==> config.mk <==
export PLATFORM = sky130hd
export DESIGN_NAME = run_sequencer_flat
export DESIGN_NICKNAME = d
export VERILOG_FILES = /design/src/rtl/run_sequencer_if.sv /design/src/rtl/run_sequencer.sv /design/src/flat_wrapper.sv
export SDC_FILE = /design/constraint.sdc
export NUM_CORES = 1
export LEC_CHECK = 0
export ABC_AREA = 1
export BUFFER_PORTS_ARGS = -buffer_cell sky130_fd_sc_hd__buf_2
export CELL_PAD_IN_SITES_DETAIL_PLACEMENT = 1
export CELL_PAD_IN_SITES_GLOBAL_PLACEMENT = 1
export CORE_MARGIN = 8
export CORE_UTILIZATION = 31
export CTS_CLUSTER_SIZE = 30
export DETAILED_ROUTE_END_ITERATION = 12
export GPL_TIMING_DRIVEN = 0
export PLACE_DENSITY = 0.73
export REMOVE_ABC_BUFFERS = 1
export SLEW_MARGIN = 20
export SYNTH_ARGS = -nofsm -noshare
export SYNTH_HDL_FRONTEND = slang
export SYNTH_SLANG_ARGS = --single-unit
==> constraint.sdc <==
create_clock -name clk -period 1.66 [get_ports clk]
set_input_delay 0.166 -clock clk [delete_from_list [all_inputs] [get_ports clk]]
set_output_delay 0.166 -clock clk [all_outputs]
set_load 0.02 [all_outputs]
==> src/rtl/run_sequencer_if.sv <==
// run_sequencer_if: preload stream, result stream, core handshake and data memory port bundle
interface run_sequencer_if #(parameter int AW = 8);
  logic ld_valid, ld_ready, out_valid, out_ready, req, done, mem_sel, mem_wr_en;
  logic [7:0] ld_data, out_data, mem_wr_dat, mem_rd_dat;
  logic [AW-1:0] mem_addr;
  modport master (
    input ld_valid, ld_data, out_ready, done, mem_rd_dat,
    output ld_ready, out_valid, out_data, req, mem_sel, mem_wr_en, mem_addr, mem_wr_dat
  );
  modport slave (
    output ld_valid, ld_data, out_ready, done, mem_rd_dat,
    input ld_ready, out_valid, out_data, req, mem_sel, mem_wr_en, mem_addr, mem_wr_dat
  );
endinterface

==> src/rtl/run_sequencer.sv <==
// run_sequencer: preloads core memory, kicks and times a core run, drains results with an XOR checksum
module run_sequencer #(
  parameter int AW = 8,
  parameter int LD_BASE = 0,
  parameter int LD_LEN = 64,
  parameter int RD_BASE = 64,
  parameter int RD_LEN = 16,
  parameter int CW = 16,
  parameter int TIMEOUT = 4095
) (
  input logic clk,
  input logic reset,
  input logic start,
  output logic busy,
  output logic finished,
  output logic timeout_err,
  output logic [CW-1:0] run_cycles,
  output logic [7:0] checksum,
  run_sequencer_if.master bus
);
  typedef enum logic [2:0] {IDLE, LOAD, KICK, RUN, DRAIN, FIN} state_t;
  typedef logic [AW:0] idx_t;
  localparam idx_t LD_LAST = idx_t'(LD_LEN - 1);
  localparam idx_t RD_LAST = idx_t'(RD_LEN - 1);
  localparam logic [CW-1:0] TO_LIM = CW'(TIMEOUT);
  state_t state_q, state_d;
  idx_t idx_q, idx_d;
  logic [CW-1:0] cyc_q, cyc_d;
  logic [7:0] chk_q, chk_d;
  logic to_q, to_d;
  always_comb begin
    state_d = state_q;
    idx_d = idx_q;
    cyc_d = cyc_q;
    chk_d = chk_q;
    to_d = to_q;
    bus.ld_ready = 1'b0;
    bus.out_valid = 1'b0;
    bus.out_data = '0;
    bus.req = 1'b0;
    bus.mem_sel = 1'b0;
    bus.mem_wr_en = 1'b0;
    bus.mem_addr = '0;
    bus.mem_wr_dat = '0;
    case (state_q)
      IDLE, FIN: begin
        if (start) begin
          state_d = LD_LEN > 0 ? LOAD : KICK;
          idx_d = '0;
          cyc_d = '0;
          chk_d = '0;
          to_d = 1'b0;
        end
      end
      LOAD: begin
        bus.mem_sel = 1'b1;
        bus.ld_ready = 1'b1;
        bus.mem_addr = AW'(LD_BASE) + idx_q[AW-1:0];
        bus.mem_wr_dat = bus.ld_data;
        if (bus.ld_valid) begin
          bus.mem_wr_en = 1'b1;
          idx_d = idx_q + idx_t'(1);
          state_d = idx_q == LD_LAST ? KICK : LOAD;
        end
      end
      KICK: begin
        bus.req = 1'b1;
        idx_d = '0;
        state_d = RUN;
      end
      RUN: begin
        cyc_d = cyc_q + CW'(1);
        if (bus.done) state_d = RD_LEN > 0 ? DRAIN : FIN;
        else if (cyc_d == TO_LIM) begin
          state_d = FIN;
          to_d = 1'b1;
        end
      end
      DRAIN: begin
        bus.mem_sel = 1'b1;
        bus.mem_addr = AW'(RD_BASE) + idx_q[AW-1:0];
        bus.out_valid = 1'b1;
        bus.out_data = bus.mem_rd_dat;
        if (bus.out_ready) begin
          chk_d = chk_q ^ bus.mem_rd_dat;
          idx_d = idx_q + idx_t'(1);
          state_d = idx_q == RD_LAST ? FIN : DRAIN;
        end
      end
      default: state_d = IDLE;
    endcase
  end
  always_ff @(posedge clk) begin
    if (reset) begin
      state_q <= IDLE;
      idx_q <= '0;
      cyc_q <= '0;
      chk_q <= '0;
      to_q <= 1'b0;
    end else begin
      state_q <= state_d;
      idx_q <= idx_d;
      cyc_q <= cyc_d;
      chk_q <= chk_d;
      to_q <= to_d;
    end
  end
  assign busy = !(state_q == IDLE || state_q == FIN);
  assign finished = state_q == FIN;
  assign timeout_err = to_q;
  assign run_cycles = cyc_q;
  assign checksum = chk_q;
endmodule

==> src/flat_wrapper.sv <==
// flat-port wrapper written by rule: the top's interface ports become plain ports
module run_sequencer_flat 
#(
  parameter int AW = 8,
  parameter int LD_BASE = 0,
  parameter int LD_LEN = 64,
  parameter int RD_BASE = 64,
  parameter int RD_LEN = 16,
  parameter int CW = 16,
  parameter int TIMEOUT = 4095
)
  (clk, reset, start, busy, finished, timeout_err, run_cycles, checksum, bus_ld_valid, bus_ld_data, bus_out_ready, bus_done, bus_mem_rd_dat, bus_ld_ready, bus_out_valid, bus_out_data, bus_req, bus_mem_sel, bus_mem_wr_en, bus_mem_addr, bus_mem_wr_dat);
  run_sequencer_if #(.AW(AW)) bus_i ();
  input logic clk;
  input logic reset;
  input logic start;
  output logic busy;
  output logic finished;
  output logic timeout_err;
  output logic [CW-1:0] run_cycles;
  output logic [7:0] checksum;
  input wire logic [$bits(bus_i.ld_valid)-1:0] bus_ld_valid;
  input wire logic [$bits(bus_i.ld_data)-1:0] bus_ld_data;
  input wire logic [$bits(bus_i.out_ready)-1:0] bus_out_ready;
  input wire logic [$bits(bus_i.done)-1:0] bus_done;
  input wire logic [$bits(bus_i.mem_rd_dat)-1:0] bus_mem_rd_dat;
  output wire logic [$bits(bus_i.ld_ready)-1:0] bus_ld_ready;
  output wire logic [$bits(bus_i.out_valid)-1:0] bus_out_valid;
  output wire logic [$bits(bus_i.out_data)-1:0] bus_out_data;
  output wire logic [$bits(bus_i.req)-1:0] bus_req;
  output wire logic [$bits(bus_i.mem_sel)-1:0] bus_mem_sel;
  output wire logic [$bits(bus_i.mem_wr_en)-1:0] bus_mem_wr_en;
  output wire logic [$bits(bus_i.mem_addr)-1:0] bus_mem_addr;
  output wire logic [$bits(bus_i.mem_wr_dat)-1:0] bus_mem_wr_dat;
  assign bus_i.ld_valid = bus_ld_valid;
  assign bus_i.ld_data = bus_ld_data;
  assign bus_i.out_ready = bus_out_ready;
  assign bus_i.done = bus_done;
  assign bus_i.mem_rd_dat = bus_mem_rd_dat;
  assign bus_ld_ready = bus_i.ld_ready;
  assign bus_out_valid = bus_i.out_valid;
  assign bus_out_data = bus_i.out_data;
  assign bus_req = bus_i.req;
  assign bus_mem_sel = bus_i.mem_sel;
  assign bus_mem_wr_en = bus_i.mem_wr_en;
  assign bus_mem_addr = bus_i.mem_addr;
  assign bus_mem_wr_dat = bus_i.mem_wr_dat;
  run_sequencer #(.AW(AW), .LD_BASE(LD_BASE), .LD_LEN(LD_LEN), .RD_BASE(RD_BASE), .RD_LEN(RD_LEN), .CW(CW), .TIMEOUT(TIMEOUT)) u_core (.clk(clk), .reset(reset), .start(start), .busy(busy), .finished(finished), .timeout_err(timeout_err), .run_cycles(run_cycles), .checksum(checksum), .bus(bus_i));
endmodule
# Word level (Yosys, flattened, before mapping)
# Index checks and enable logic that the tools add are counted.
word_totals:
  elab_cells: 66
  out_inout_bits: 56
  reg_bits: 37
  in_bits: 22
classes:
  n_bitwise: 1
  mux: 30
  n_reduce_logical: 13
  n_eq_ne: 14
  addsub: 3
ops:
  columns: ["op", "count"]
  rows:
  - ["one-hot mux 9 bit (4 select lines)", 1]
  - ["2-to-1 mux 8 bit", 4]
  - ["one-hot mux 16 bit (2 select lines)", 1]
  - ["one-hot mux 8 bit (2 select lines)", 2]
  - ["2-to-1 mux 9 bit", 3]
  - ["adder 16 x 1 -> 16 bit, second input constant", 1]
  - ["== test 16 x 12 -> 1 bit, second input constant", 1]
  - ["2-to-1 mux 16 bit", 1]
  - ["2-to-1 mux 3 bit", 5]
  - ["one-hot mux 3 bit (5 select lines)", 1]
  - ["AND reduction 4 bit", 3]
  - ["2-to-1 mux 1 bit", 10]
  - ["adder 9 x 1 -> 9 bit, second input constant", 1]
  - ["== test 9 x 4 -> 1 bit, second input constant", 1]
  - ["== test 9 x 6 -> 1 bit, second input constant", 1]
  - ["adder 7 x 8 -> 8 bit, first input constant", 1]
  - ["inequality test 2 bit, second input constant", 4]
  - ["bitwise XOR 8 bit", 1]
  - ["== test 3 x 2 -> 1 bit, second input constant", 2]
  - ["== test 3 bit, second input constant", 2]
  - ["nonzero test 2 bit", 2]
  - ["nonzero test 4 bit", 1]
  - ["OR reduction 2 bit", 2]
  - ["== test 3 x 1 -> 1 bit, second input constant", 1]
  - ["9 further kinds", 9]

# Logic depth before layout (Yosys ltp)
# Gate-level depths: netlist (run 1).
depth:
  ltp_word: 5
  depth_mapped: 13
  depth_no_buf: 13

# Least setup slack after synthesis (run 1)
# Ideal clock, no wire load.
synth_timing:
  path_type: "register -> register"
  from: "register u_core.cyc_q[0], in the netlist u_core.run_cycles[0]"
  to: "register u_core.state_q[2]"
  path_stages_with_launch: 13
  n_path_buf: 0
  slack_ns: -0.249
  t_required_ns: 1.545
  arrival_ns: 1.794
  period_less_slack_ns: 1.909
  setup_ns: 0.115
  path_cell_list: "dfxtp_1 -> ha_1 -> nand3_2 -> nor2_2 -> nand2_1 -> nand2_1 -> nand2_4 -> nor2_4 -> nand3_2 -> o21bai_4 -> nand3_1 -> nand2_1 -> nor2_1"
synth_between:
  elab_chain_len: 4
synth_rtl:
  columns: ["item", "line_no", "rtl"]
  rows:
  - ["start, declared", "run_sequencer.sv:28", "logic [CW-1:0] cyc_q, cyc_d;"]
  - ["start signal, assigned", "run_sequencer.sv:103", "cyc_q <= cyc_d;"]
  - ["adder 16 x 1 -> 16 bit", "run_sequencer.sv:72", "cyc_d = cyc_q + CW'(1);"]
  - ["== test 16 x 12 -> 1 bit", "run_sequencer.sv:74", "else if (cyc_d == TO_LIM) begin"]
  - ["inequality test 3 x 2 -> 1 bit (no line)", null, null]
  - ["AND reduction 4 bit (no line)", null, null]
  - ["end signal, assigned", "run_sequencer.sv:101", "state_q <= state_d;"]
  - ["end, declared", "run_sequencer.sv:26", "state_t state_q, state_d;"]
# Every way passes these cells.
# A chain may end at the register's enable or synchronous reset.

# Worst setup path in the final report (run 1)
layout_timing:
  from: "register u_core.cyc_q[0], in the netlist u_core.run_cycles[0]"
  to: "register u_core.state_q[0]"
# Same word-level chain as after synthesis.

==> results of run 1 <==
metal layers:
| metal | routed length, um | share of wire |
|---|---|---|
| met5 | 0 | 0 |
| met4 | 100 | 0.012 |
| met3 | 428 | 0.052 |
| met2 | 4350 | 0.53 |
| met1 | 3400 | 0.41 |
Yosys cell counts, drive strengths merged:
cell	count	area share
a211oi	2	0.0062
or2	2	0.0051
o21bai	2	0.011
dfxtp	37	0.30
ha	5	0.026
nand2	94	0.16
nor2	63	0.12
xor2	1	0.0036
clkbuf	4	0.0062
nand3	23	0.058
buf	3	0.0067
o21ai	25	0.054
nand3b	1	0.0031
nor3	9	0.027
inv	70	0.11
nand4	8	0.021
a21oi	32	0.067
nor3b	5	0.020
path summary, 6_finish.rpt:
| kind | from | end | slack, ps |
|---|---|---|---|
| worst max-delay path | u_core.run_cycles[0] | u_core.state_q[0] | -140 |
| worst max register to register | u_core.run_cycles[0] | u_core.state_q[0] | -140 |
| worst min-delay path | bus_mem_rd_dat[0] | u_core.checksum[0] | 140 |
| worst min register to register | u_core.checksum[4] | u_core.checksum[4] | 450 |
stage by stage:
step | utilization | setup WS [ps] | cells
detailed placement | 0.379 | -574 | 558
global placement | 0.379 | -540 | 558
finish | 0.445 | -144 | 585
CTS | 0.428 | -126 | 581
floorplan | - | -301 | 379
global route | 0.445 | -270 | 585
flip-flops by register name, indices dropped and copies added (netlist names):
name	flops
u_core.checksum	8
u_core.run_cycles	16
u_core.timeout_err	1
u_core.idx_q	9
u_core.state_q	3
cell type report:
| type | count | area, um2 | share of cell area |
|---|---|---|---|
| Clock buffer | 5 | 68.8 | 0.0201 |
| Clock inverter | 3 | 17.5 | 0.00512 |
| Inverter | 70 | 272 | 0.0793 |
| Multi-Input combinational cell | 273 | 1610 | 0.471 |
| Sequential cell | 37 | 762 | 0.223 |
| Tap cell | 102 | 128 | 0.0373 |
| Timing Repair Buffer | 95 | 564 | 0.165 |
power groups by stage:
stage | Clock [W] | Combinational, W | Sequential [W]
after floorplan | 0 | 0.00107 | 0.00116
after global placement | 0 | 0.00167 | 0.00110
after detailed placement | 0 | 0.00170 | 0.00111
after CTS | 0.000691 | 0.00206 | 0.00111
after global routing | 0.000728 | 0.00250 | 0.00112
final | 0.000667 | 0.00229 | 0.00110
cells by family (layout without fill, tap and decap cells):
| logic type | after synthesis | count (layout) | synth area share |
|---|---|---|---|
| adders and majority gates | 5 | 5 | 0.0257 |
| AOI/OAI and AO/OA | 61 | 61 | 0.139 |
| DFF | 37 | 37 | 0.304 |
| and+or+nand+nor | 205 | 206 | 0.407 |
| xor gates and xnor gates | 1 | 1 | 0.00360 |
| buffers and inverters | 77 | 173 | 0.121 |
worst max-delay path, cell delays in order, from the launching register on:
cell and delay (ps):
dfxtp_4 380, ha_4 180, nand2_4 80, nor2_4 50, buf_4 140, nand2_1 60, nand2_1 60, nand2_2 80
nand2_2 70, nor2_4 100, nand3_4 90, o21bai_4 210, nand3_2 80, nand2_1 70, nor2_1 40
timing repair:
action / CTS / global route
setup buffers: 14 / 4
setup endpoints to repair: 63 / 43
cloned: 1 / 0
pin swaps: 15 / 3
resized for setup: 46 / 26
==> metrics, run 1 <==
layout cell share with drive strength beyond 1 0.377; Hold Path Class in2reg; Clk pin slew, worst setup/hold paths 80 ps; port bufs 77; die area 10,900 um2; synth unique cells 34; final setup violation count 5; Antenna Nets Post-Route 0; dpl cell area 2920 um2; n_diodes 0; maximum clock path buffer count 2; synth-to-layout area growth 40.5%; gr usage total 0.151; fill cell total of the finished layout 1,014; clock power share 0.164; Max VDD drop 0.501 mV; fin nets 509; Clock Tree Root clkbuf_8; mapped cell area 2430 um2; drt wl/cell 14.2 um; Final min period 1800 ps; failing checks negative setup slack; largest net degree at the start of global routing 17; Critical Path Sink Type register; hold buffers post-CTS 0; period utilization 1.09; Setup Crit Path Kind reg2reg; final WL 8280 um; CTS Sinks 37; first-pass GRT wire length 14,000 um; clock latency on the worst-skew pair 300 ps; Max Freq 554 MHz; combinational fraction of design power 0.564; Worst-Margin Slew 329 ps; switching share of power 0.483; setup_tns -442 ps; most frequent cells in the layout nand2_1, buf_2, inv_1; minimum hold slack 145 ps; initial core utilization 0.317; grt total ovfl 0; total design power 0.00406 W; M1 GR Usage 0.161; grt peak-use layer met2; final instance area 3420 um2; Die W 105 um; gpl congestion 0.793; Post-Syn Area per Cell 6.31 um2; CTS H-tree lvls 2; hpwl dp 6060 um; relative slew slack 0.781; antenna violations before repair 0; met3 usage 0.0491; PwrDens 1190 nW/um2; Worst Reg-to-Reg Cells 14; DRT Pass-1 Iters 4; commonest non-fill, non-tap cell in the layout nand2_1; Net Switching 0.00196 W; Yosys warning total 0; Slew Viols, Final 0; post-synthesis sequential area ratio 0.304; RSZ-0062 raised after global routing true; DR vias 2,792; CTS tree done; Final Skew 4.50 ps; synthesized instance count 386; # IOs 78; Die Ht 105 um; Max-Cap Viols 0; number of buffers created by CTS 5; Final Hold Vio Count 0; worst setup margin -144 ps; Worst setup SP type register; FP Rows 32; Req. time, crit path 1860 ps; CORE AREA 7690 um2; Int Power 0.00210 W; Hold Path Depth 3; Yosys reg bits 37; # DRC 0; vias per inst 4.77; crit path max fanout 5; run status finished with violations; 1st-iter DRT viols 63; Critical Path AT 2000 ps; Lkg Pwr 1.53 nW; GR Layer Usage met2 0.277; vias in the first global route 3,030; sequential share of power 0.272
No activity file was read; power rests on OpenSTA's default activity.
==> run 2, diff against run 1 <==
--- a/config.mk
+++ b/config.mk
@@ -9,6 +9,7 @@
 export BUFFER_PORTS_ARGS = -buffer_cell sky130_fd_sc_hd__buf_2
 export CELL_PAD_IN_SITES_DETAIL_PLACEMENT = 1
 export CELL_PAD_IN_SITES_GLOBAL_PLACEMENT = 1
+export CORE_ASPECT_RATIO = 0.6
 export CORE_MARGIN = 8
 export CORE_UTILIZATION = 31
 export CTS_CLUSTER_SIZE = 30
==> run 2 against run 1 <==
Net effect:
- routed wire length up 32%
- critical path type unchanged
- flip-flop and latch count is the same
- the flow still finishes with violations (negative setup slack)
- highest routed layer unchanged
- sequential share of layout area decreased by 2.4 points
==> metrics, run 2 (same netlist as run 1, synthesis figures left out) <==
Critical Path Sink Type register; CTS tree done; n_diodes 0 (unchanged); Lkg Pwr 1.72 nW (+13%); period utilization 1.19 (+0.101); largest net degree at the start of global routing 17 (unchanged); Worst setup SP type register; fin cells 616 (+5.3%); Clock Tree Root clkbuf_16; synth-to-layout area growth 59.6%; Final Hold Vio Count 0 (unchanged); RSZ-0062 raised after global routing true; # DRC 0 (unchanged); Inst Count DP 564 (+1.1%); final setup violation count 17 (+12); port bufs 77 (unchanged); worst setup margin -311 ps (-167 ps); Final Skew 7.20 ps (+2.70 ps); hold buffers post-CTS 0 (unchanged); combinational fraction of design power 0.574 (+0.010); DRT Pass-1 Iters 4 (unchanged); vias per inst 5.00 (+4.7%); Int Power 0.00303 W (+44%); DR vias 3,077 (+10%); antenna violations before repair 0 (unchanged); most frequent cells in the layout nand2_1, buf_2, inv_1; switching share of power 0.440 (-0.0427); CTS Sinks 37 (unchanged); final WL 10,900 um (+32%); CTS H-tree lvls 2 (unchanged); Max-Cap Viols 0 (unchanged); FP Rows 25 (-22%); Antenna Nets Post-Route 0 (unchanged); crit path max fanout 6 (+1); initial core utilization 0.314 (-0.00286); number of buffers created by CTS 5 (unchanged); Max VDD drop 0.785 mV (+57%); Setup WS pre-CTS -559 ps (+14.7 ps); hpwl dp 6470 um (+6.8%); run status finished with violations; die area 11,000 um2 (+0.85%); Critical Path AT 2140 ps (+140 ps); gr usage total 0.168 (+0.0169); 1st-iter DRT viols 178 (+180%); layout cell share with drive strength beyond 1 0.472 (+0.0956); vias in the first global route 2,964 (-2.2%); failing checks negative setup slack; total design power 0.00542 W (+33%); Final min period 1970 ps (+167 ps); gpl congestion 0.796 (+0.26%); Slew Viols, Final 0 (unchanged); grt total ovfl 0 (unchanged); clock power share 0.213 (+0.049); max reg flops 16 (unchanged); Die Ht 84.7 um (-19%); Reg2Reg Setup Slack -310 ps (-170 ps); Hold Path Class in2reg; commonest non-fill, non-tap cell in the layout nand2_1; sequential share of power 0.213 (-0.059); Clk pin slew, worst setup/hold paths 60 ps (-20 ps); fill cell total of the finished layout 1,011 (-0.30%); maximum clock path buffer count 2 (unchanged); Die W 130 um (+25%); first-pass GRT wire length 14,800 um (+6.0%); clock latency on the worst-skew pair 290 ps (about the same); Max Freq 507 MHz (-8.5%); drt wl/cell 17.8 um (+25%); Worst-Margin Slew 395 ps (+65.7 ps); minimum hold slack 168 ps (+23.1 ps); Req. time, crit path 1830 ps (-30 ps); CORE AREA 7760 um2 (+0.91%); # IOs 78 (unchanged); PwrDens 1400 nW/um2 (+18%); post-layout util 0.501 (+0.0557); Net Switching 0.00239 W (+22%); fin nets 534 (+4.9%); relative slew slack 0.735 (-0.0458); Setup Crit Path Kind reg2reg
-- run 2: cell types whose count changed in the layout (fill, tap and decap cells not counted), moves of 5 or more --
cell and delta:
buf_4 +23, nor2_1 -13, buf_6 +12, nor2_2 +12, buf_2 -9, nand2_1 -9, nand2_2 +6, o21ai_0 -6
clkbuf_16 +5, dfxtp_1 -5
-- run 2: metrics by stage --
stage / setup TNS, ps / area (um2)
after floorplan: -3630 / 2400
after global placement: -13400 / 2920
after detailed placement: -14630 / 2920
after CTS: -563 / 3440
after global routing: -3800 / 3880
final: -1770 / 3880
-- run 2: worst max-delay path, stage by stage, from the launching register on --
cell and delay, ps:
dfxtp_4 370, ha_4 180, nand2_4 70, nor2_4 180
buf_4 150, nand4_1 180, nand2_4 150, nor2_2 50
nand3_2 80, o21bai_4 110, a21oi_1 250, nor2_1 80
-- run 2: timing repair --
item,CTS,global route
resized for setup,54,91
setup buffers,23,21
setup endpoints to repair,63,50
pin swaps,21,26
-- run 2: power groups by stage --
stage / Combinational [W] / Sequential (W) / Clock, W
floorplan: 0.00107 / 0.00116 / 0
global placement: 0.00166 / 0.00111 / 0
detailed placement: 0.00171 / 0.00112 / 0
CTS: 0.00210 / 0.00113 / 0.00118
global route: 0.00331 / 0.00116 / 0.00121
finish: 0.00311 / 0.00116 / 0.00115
-- run 2: per-layer routing --
layer / GRT usage / routed length (um) / vias to the layer above
li1: - / - / 1460
met2: 0.284 / 5290 / 126
met4: 0.0383 / 238 / 0
met3: 0.0386 / 861 / 23
met5: 0 / 0 / -
met1: 0.210 / 4550 / 1468
-- run 2: worst paths after layout --
kind                             start            endpoint  cells after the start
setup / recovery  u_core.run_cycles[0]   u_core.state_q[0]                     11
setup reg to reg  u_core.run_cycles[0]   u_core.state_q[0]                     11
hold / removal       bus_mem_rd_dat[0]  u_core.checksum[0]                      3
hold reg to reg     u_core.checksum[7]  u_core.checksum[7]                      1
-- run 2: layout make-up --
class	count	area, um2	area share
clock inverters	1	30.0	0.00773
multi-input cells	272	1690	0.436
flip-flops and latches	37	771	0.198
clock buffers	7	143	0.0367
repair buffers	121	827	0.213
inverters	70	285	0.0734
well taps	108	135	0.0348
==> run 3, diff against run 2 <==
--- a/config.mk
+++ b/config.mk
@@ -17,6 +17,7 @@
 export GPL_TIMING_DRIVEN = 0
 export PLACE_DENSITY = 0.73
 export REMOVE_ABC_BUFFERS = 1
+export SKIP_CTS_REPAIR_TIMING = 1
 export SLEW_MARGIN = 20
 export SYNTH_ARGS = -nofsm -noshare
 export SYNTH_HDL_FRONTEND = slang
==> run 3 against run 2 <==
Net effect:
- the run still ends with negative setup slack left
- clock skew shrank 0.72 ps
- critical path depth grew 1
- non-clock buffer count shrank 16
- fmax grew 4.4%
- sequential power is essentially flat
- combinational power shrank 18%
- core utilization shrank 1.4 points
- global-route usage shrank 1.5 points
- first-iteration DRC count shrank 21%
- routed wire length shrank 13%
- clock-buffer cell count is the same
- critical path type unchanged
- largest cell class unchanged
- largest power group unchanged
==> metrics, run 3 (same netlist as run 1, synthesis figures left out) <==
run status finished with violations; failing checks negative setup slack; Lkg Pwr 1.65 nW (-3.8%); # DRC 0 (unchanged); most frequent cells in the layout nand2_1, inv_1, buf_2; Inst Count DP 564 (unchanged); synth-to-layout area growth 55.2%; DRT Pass-1 Iters 4 (unchanged); Req. time, crit path 1840 ps (about the same); commonest non-fill, non-tap cell in the layout nand2_1; worst setup margin -228 ps (+83.8 ps); die area 11,000 um2 (unchanged); CTS Sinks 37 (unchanged); largest net degree at the start of global routing 18 (+1); RSZ-0062 raised after global routing true; CORE AREA 7760 um2 (unchanged); Die Ht 84.7 um (unchanged); post-layout util 0.487 (-0.0137); Worst setup SP type register; Setup Crit Path Kind reg2reg; Slew Viols, Final 0 (unchanged); drt wl/cell 15.9 um (-10%); vias per inst 4.83 (-3.2%); vias in the first global route 2,743 (-7.5%); CTS tree done; Final Skew 6.49 ps (-0.718 ps); final WL 9560 um (-13%); first-pass GRT wire length 13,600 um (-8.2%); antenna violations before repair 0 (unchanged); clock latency on the worst-skew pair 290 ps (about the same); Max-Cap Viols 0 (unchanged); # IOs 78 (unchanged); CTS H-tree lvls 2 (unchanged); fin nets 518 (-3.0%); gr usage total 0.153 (-0.0146); period utilization 1.14 (-0.0505); PwrDens 1280 nW/um2 (-8.2%); initial core utilization 0.314 (unchanged); Critical Path Sink Type register; layout cell share with drive strength beyond 1 0.433 (-0.0395); Die W 130 um (unchanged); max reg flops 16 (unchanged); fin cells 600 (-2.6%); relative slew slack 0.673 (-0.0622); minimum hold slack 170 ps (+2.68 ps); gpl congestion 0.796 (unchanged); Hold Path Class in2reg; grt total ovfl 0 (unchanged); FP Rows 25 (unchanged); n_diodes 0 (unchanged); crit path max fanout 6 (unchanged); 1st-iter DRT viols 140 (-21%); port bufs 77 (unchanged); Antenna Nets Post-Route 0 (unchanged); Final min period 1890 ps (-83.8 ps); number of buffers created by CTS 5 (unchanged); Clock Tree Root clkbuf_16; hpwl dp 6470 um (unchanged); Max Freq 530 MHz (+4.4%); Critical Path AT 2070 ps (-70 ps); Worst-Margin Slew 487 ps (+92.6 ps); Final Hold Vio Count 0 (unchanged); final setup violation count 14 (-3); Max VDD drop 0.984 mV (+25%); maximum clock path buffer count 2 (unchanged); DR vias 2,900 (-5.8%); Clk pin slew, worst setup/hold paths 60 ps (about the same)
## run 3: cell count changes in the layout (fill, tap and decap cells not counted), sizes merged
cell / previous run / this run
buf: 121 / 105
clkinvlp: 2 / 1
inv: 67 / 68
## run 3: through the flow
step	setup slack (ps)	cell area [um2]	setup TNS [ps]	total power (W)
finish	-228	3780	-1530	0.00484
global route	-341	3780	-3360	0.00510
CTS	-585	3100	-21620	0.00401
detailed placement	-559	2920	-14630	0.00283
global placement	-540	2920	-13400	0.00277
floorplan	-301	2400	-3630	0.00223
## run 3: per-layer routing
| layer | part of all wire | GRT usage |
|---|---|---|
| met5 | 0 | 0 |
| met4 | 0.0097 | 0.0383 |
| met3 | 0.078 | 0.0398 |
| met2 | 0.46 | 0.241 |
| met1 | 0.45 | 0.202 |
## run 3: path summary, 6_finish.rpt
kind         depth (start not counted)            endpoint            startpoint  slack (ps)
max                                 12   u_core.state_q[1]  u_core.run_cycles[0]        -230
min                                  3  u_core.checksum[2]     bus_mem_rd_dat[2]         170
max reg2reg                         12   u_core.state_q[1]  u_core.run_cycles[0]        -230
min reg2reg                          1  u_core.checksum[7]    u_core.checksum[7]         450
## run 3: layout make-up
cell class              count  area [um2]
clock buffers               7         143
clock inverters             1        30.0
fillers                  1016        3980
inverters                  70         282
multi-input cells         272        1710
flip-flops and latches     37         772
well taps                 108         135
repair buffers            105         711
## run 3: worst max-delay path, stage by stage, from the launching register on
cell      delay (ps)
dfxtp_4          370
ha_4             170
nand2_4           60
nor2_4           220
nand3_2          100
nand2_2           80
nand2_2           80
nor2_2           120
nand3_2          110
o21bai_4         230
o21ai_1          100
nand2_1           80
inv_1             40
## run 3: report_power, final
part           switching, W  total (W)  internal, W
combinational       0.00163    0.00254     0.000905
clock              0.000401    0.00115     0.000752
sequential         0.000141    0.00115      0.00100
